==> src/rtl/l2_mem_arbiter.sv <==
// rtl/l2_mem_arbiter.sv - two-port L2 read/eviction arbiter onto one memory port; define L2ARB_FIXED_PRIORITY_EN for fixed port-0 priority
module l2_mem_arbiter #(
  parameter int ADDR_W  = 32,
  parameter int LINE_W  = 128,
  parameter int TIMEOUT = 255
) (
  input  logic              clk,
  input  logic              reset,
  input  logic              rd_0,
  input  logic              wr_0,
  input  logic [ADDR_W-1:0] addr_0,
  input  logic [LINE_W-1:0] wdata_0,
  input  logic              hold_0,
  output logic [LINE_W-1:0] fill_data_0,
  output logic              fill_valid_0,
  output logic              ovf_0,
  input  logic              rd_1,
  input  logic              wr_1,
  input  logic [ADDR_W-1:0] addr_1,
  input  logic [LINE_W-1:0] wdata_1,
  input  logic              hold_1,
  output logic [LINE_W-1:0] fill_data_1,
  output logic              fill_valid_1,
  output logic              ovf_1,
  output logic              mem_req,
  output logic              mem_we,
  output logic [ADDR_W-1:0] mem_addr,
  output logic [LINE_W-1:0] mem_wdata,
  input  logic              mem_ack,
  input  logic              mem_rvalid,
  input  logic [LINE_W-1:0] mem_rdata,
  output logic              timeout_err
);

  typedef enum logic [1:0] {IDLE, ISSUE, WAIT_DATA, RESP} state_t;

  localparam logic [7:0]        CNT_LAST   = 8'(TIMEOUT - 1);
  localparam logic [ADDR_W-1:0] LINE_MASK  = {{(ADDR_W-4){1'b1}}, 4'b0000};

  state_t            state, state_next;
  logic [1:0]        rd_in, wr_in, hold_in;
  logic [ADDR_W-1:0] addr_in [2];
  logic [LINE_W-1:0] wdata_in [2];
  logic [1:0]        rd_v, wr_v, ovf, clr_rd, clr_wr, fill_valid;
  logic [ADDR_W-1:0] rd_addr [2];
  logic [ADDR_W-1:0] wr_addr [2];
  logic [LINE_W-1:0] wr_data [2];
  logic [LINE_W-1:0] fill_data [2];
  logic              last, g_port, g_we, sel_port, sel_we;
  logic [ADDR_W-1:0] sel_addr;
  logic [7:0]        cnt;
  logic              grant, svc, got, abort, fire;

  assign rd_in       = {rd_1, rd_0};
  assign wr_in       = {wr_1, wr_0};
  assign hold_in     = {hold_1, hold_0};
  assign addr_in[0]  = addr_0;
  assign addr_in[1]  = addr_1;
  assign wdata_in[0] = wdata_0;
  assign wdata_in[1] = wdata_1;

  assign fill_data_0  = fill_data[0];
  assign fill_data_1  = fill_data[1];
  assign fill_valid_0 = fill_valid[0];
  assign fill_valid_1 = fill_valid[1];
  assign ovf_0        = ovf[0];
  assign ovf_1        = ovf[1];

  // Pick the port to serve: the non-last port on a tie, and its write slot before its read slot
  always_comb begin
    sel_port = 1'b0;
    if ((rd_v[1] | wr_v[1]) && !(rd_v[0] | wr_v[0]))
      sel_port = 1'b1;
    else if ((rd_v[1] | wr_v[1]) && (rd_v[0] | wr_v[0]))
      sel_port = ~last;
    sel_we   = wr_v[sel_port];
    sel_addr = sel_we ? wr_addr[sel_port] : rd_addr[sel_port];
  end

`ifdef L2ARB_FIXED_PRIORITY_EN
  assign last = 1'b1;
`else
  // Round-robin pointer follows the most recently granted port
  always_ff @(posedge clk or posedge reset) begin
    if (reset)      last <= 1'b1;
    else if (grant) last <= sel_port;
  end
`endif

  // FSM state register
  always_ff @(posedge clk or posedge reset) begin
    if (reset) state <= IDLE;
    else       state <= state_next;
  end

  // FSM next state and per-cycle control strobes
  always_comb begin
    state_next = state;
    grant      = 1'b0;
    svc        = 1'b0;
    got        = 1'b0;
    abort      = 1'b0;
    fire       = 1'b0;
    clr_rd     = '0;
    clr_wr     = '0;
    case (state)
      IDLE: begin
        if ((|rd_v) || (|wr_v)) begin
          grant      = 1'b1;
          state_next = ISSUE;
        end
      end
      ISSUE: begin
        if (mem_ack) begin
          svc = 1'b1;
          if (g_we) begin
            clr_wr[g_port] = 1'b1;
            state_next     = IDLE;
          end else begin
            clr_rd[g_port] = 1'b1;
            state_next     = WAIT_DATA;
          end
        end
      end
      WAIT_DATA: begin
        if (mem_rvalid) begin
          got        = 1'b1;
          state_next = RESP;
        end else if (cnt == CNT_LAST) begin
          abort      = 1'b1;
          state_next = RESP;
        end
      end
      RESP: begin
        if (!hold_in[g_port]) begin
          fire       = 1'b1;
          state_next = IDLE;
        end
      end
      default: state_next = IDLE;
    endcase
  end

  // Pending slots: a strobe reloads a slot that is empty or being cleared this cycle, else flags overflow
  always_ff @(posedge clk or posedge reset) begin
    if (reset) begin
      rd_v <= '0;
      wr_v <= '0;
      ovf  <= '0;
      for (int p = 0; p < 2; p++) begin
        rd_addr[p] <= '0;
        wr_addr[p] <= '0;
        wr_data[p] <= '0;
      end
    end else begin
      for (int p = 0; p < 2; p++) begin
        if (rd_in[p]) begin
          if (rd_v[p] && !clr_rd[p]) ovf[p] <= 1'b1;
          else begin
            rd_v[p]    <= 1'b1;
            rd_addr[p] <= addr_in[p];
          end
        end else if (clr_rd[p]) rd_v[p] <= 1'b0;
        if (wr_in[p]) begin
          if (wr_v[p] && !clr_wr[p]) ovf[p] <= 1'b1;
          else begin
            wr_v[p]    <= 1'b1;
            wr_addr[p] <= addr_in[p];
            wr_data[p] <= wdata_in[p];
          end
        end else if (clr_wr[p]) wr_v[p] <= 1'b0;
      end
    end
  end

  // Memory request registers, data-wait counter and fill delivery
  always_ff @(posedge clk or posedge reset) begin
    if (reset) begin
      g_port      <= 1'b0;
      g_we        <= 1'b0;
      mem_req     <= 1'b0;
      mem_we      <= 1'b0;
      mem_addr    <= '0;
      mem_wdata   <= '0;
      cnt         <= '0;
      timeout_err <= 1'b0;
      fill_valid  <= '0;
      fill_data[0] <= '0;
      fill_data[1] <= '0;
    end else begin
      fill_valid <= '0;
      if (grant) begin
        g_port   <= sel_port;
        g_we     <= sel_we;
        mem_req  <= 1'b1;
        mem_we   <= sel_we;
        mem_addr <= sel_addr & LINE_MASK;
        if (sel_we) mem_wdata <= wr_data[sel_port];
      end
      if (svc) begin
        mem_req <= 1'b0;
        cnt     <= '0;
      end else if (state == WAIT_DATA && !got && !abort) begin
        cnt <= cnt + 8'd1;
      end
      if (got) fill_data[g_port] <= mem_rdata;
      else if (abort) begin
        fill_data[g_port] <= '0;
        timeout_err       <= 1'b1;
      end
      if (fire) fill_valid[g_port] <= 1'b1;
    end
  end

endmodule

==> config.mk <==
export PLATFORM = sky130hd
export DESIGN_NAME = l2_mem_arbiter
export DESIGN_NICKNAME = d
export VERILOG_FILES = /design/src/rtl/l2_mem_arbiter.sv
export SDC_FILE = /design/constraint.sdc
export NUM_CORES = 2
export LEC_CHECK = 0
export BUFFER_PORTS_ARGS = -buffer_cell sky130_fd_sc_hd__buf_4
export CAP_MARGIN = 20
export CORE_AREA = 10 10 335 337
export CTS_CLUSTER_DIAMETER = 30
export CTS_CLUSTER_SIZE = 20
export DETAILED_ROUTE_END_ITERATION = 8
export DIE_AREA = 0 0 345 347
export SYNTH_ARGS = -nofsm -noshare
export SYNTH_HDL_FRONTEND = slang
export SYNTH_SLANG_ARGS = --single-unit
export TNS_END_PERCENT = 1
==> constraint.sdc <==
create_clock -name clk -period 29.1 [get_ports clk]
set_input_delay 1.455 -clock clk [delete_from_list [all_inputs] [get_ports clk]]
set_output_delay 1.455 -clock clk [all_outputs]
set_load 0.1 [all_outputs]
==> flow_summary.toml <==
[synthesis]
synthDistinctLibCells = 54
ys.flop_type = "dfrtp_1"
synth.most_common_cell = "dfrtp_1"
synth_top_area_cell = "dfrtp_1"
async_flop_share_pct = 100
yosysWarnings = 0
synth_edf_count = 0
yosysSeqAreaShare_pct = 58.2
synthTopCellsByArea = "dfrtp_1, mux2_4, a32o_1"
syn-cell-area_um2 = 34500
ys_ff_latch = 803
synth_area_per_cell_um2 = 13.1
synth_common_cells = "dfrtp_1, nand2_1, mux2_4"
synthCells = 2638
synth_top_area_share_pct = 58.1

[detailed_routing]
drt_pass1_iterations = 8
antenna_left = 0
drc = 0
num_vias = 26700
post_drt_wl_per_cell_um = 25.4
finalWirelength_mm = 128
drt_iter0_markers = 2022
via_per_inst = 5.28

[global_routing]
grt.overflow.total = 0
first_global_vias = 27300
gr-usage-met3_pct = 7.36
globalRouteMet2Util_pct = 33.5
grt_pass1_wl_mm = 189
gr-usage-met1_pct = 24.1
grt_max_degree = 170
antenna_found_initial = 40
grt_usage_pct = 20.5
top_usage_layer = "met2"

[placed_design]
place.gp.congestion = 0.803
io_buffers = 868
hpwl_mm = 85.3
place_inst = 4679

[setup_path]
cp_max_fo = 48
crit_path_end_kind = "flop"
path_class = "flop to flop"
required_ns = 29.71
critPathArrivalTime_ns = 5.09
start_kind = "flop"

[floorplan]
coreArea_um2 = 105000
rows = 119
dieArea_um2 = 120000
die_x_um = 345
initial_core_util_pct = 32.8
num_io_pins = 881
die_h_um = 347

[hold_path]
hold_class = "flop to flop"

[finish]
utilization_pct = 46.3
area_growth_pct = 41.0
final_layout_size_suffix_gt1_share_pct = 44.1
finalNonFillerCells = 5046
layout.nets = 3937

[job]
max_cap_violations = 0

[sta]
whs_ns = 0.460
final.setup.tns_ns = 0
hold_violations = 0
min_period_ns = 4.48
slew_headroom_pct = 27.9
slew_viol_final = 0
fin_crit_sh_pct = 15.4
finalSetupViolCount = 0
fin_worst_skew_ns = 0.0421
tightest_slew_ns = 1.08
clock.fmax_ghz = 0.223
rsz0062_at_grt = "false"

[clocking]
clk_pin_slew_ns = 0.05
clk_latency_ns = 0.77
htreeDepth = 4
cts_buffer_depth = 3
hold_buffers = 0
cts.sinks = 803
cts_resized = 0
numCtsBuffers = 186
clock-root-buffer = "clkbuf_16"
post_cts_buffers = 0
cts_tree = "built"

[status]
status = "finished, final reports clean"
logic make-up (layout without fill, tap and decap cells):
group / after synthesis / after routing / share of synthesized area (%)
flip-flops: 803 / 803 / 58.2
AO/OA/AOI/OAI: 680 / 680 / 15.5
AND/OR/NAND/NOR: 511 / 511 / 7.15
multiplexers: 370 / 370 / 15.1
buffers and inverters: 268 / 1261 / 3.92
XOR/XNOR: 3 / 3 / 0.0761
adder cells (fa/ha/maj): 2 / 2 / 0.0725
other: 1 / 25 / 0.0109
flip-flops by register name, indices dropped and copies added (netlist names), 2 cells and up, named ones only:
signal / count
cnt: 8
fill_data_0: 128
fill_data_1: 128
fill_valid: 2
mem_addr: 28
mem_wdata: 128
ovf: 2
rd_addr: 56
rd_v: 2
wr_addr: 56
wr_data: 256
wr_v: 2
worst max-delay path, cell delays in order, from the launching register on:
cell and delay (ns):
dfrtp_1 0.99, buf_4 0.53, o21ai_2 0.17, nand2_4 0.36
buf_4 0.81, buf_4 0.89, mux2_4 0.35
worst paths after layout:
path	start	to	slack (ns)	depth (start not counted)
worst max register to register	wr_v[1]	wr_data[58]	24.62	6
worst min-delay path	timeout_err	timeout_err	0.46	1
worst min register to register	timeout_err	timeout_err	0.46	1
min in group asynchronous	reset	fill_data_1[100]	0.88	2
max in group asynchronous	reset	mem_wdata[4]	25.53	6
worst max-delay path	wr_v[1]	wr_data[58]	24.62	6
placed cells by master, fill, tap and decap left out, types with 3 or more instances in the layout:
cell	count
a211oi_1	56
a21oi_1	61
a31oi_1	256
a32o_1	256
and2_1	113
buf_4	904
bufinv_16	28
clkbuf_1	19
clkbuf_16	187
clkbuf_8	32
clkinv_16	5
clkinv_2	36
clkinv_4	10
clkinv_8	3
clkinvlp_4	18
conb_1	4
dfrtp_1	801
diode_2	21
inv_1	8
inv_6	6
mux2_1	30
mux2_2	59
mux2_4	280
nand2_1	300
nand2_4	4
nand2b_1	58
nand2b_4	3
nor2_1	7
nor3b_1	3
o21ai_0	5
o221ai_1	30
layout make-up:
cell class	instances	area, um^2
clock buffer	237	5180
multi-input combinational	1570	13200
sequential	803	20100
clock inverter	108	1540
inverter	9	41.3
timing repair buffer	907	6850
fill	9455	56400
antenna	21	52.6
tap	1391	1740
routing by layer:
metal / vias to the layer above / wire (um)
met3: 243 / 10700
li1: 11600 / -
met1: 13700 / 49400
met4: 28 / 4600
met2: 1121 / 63300
met5: - / 226
metrics by stage:
step	area [um^2]	worst slack, ns
final	48700	24.62
after global routing	48700	24.49
after CTS	48600	24.67
after detailed placement	41900	24.21
after global placement	41900	24.18
after floorplan	34500	5.10
Power is left out: the tool's default activity adds up to more than one toggle a clock period on the data nets, which glitch-free logic cannot reach.
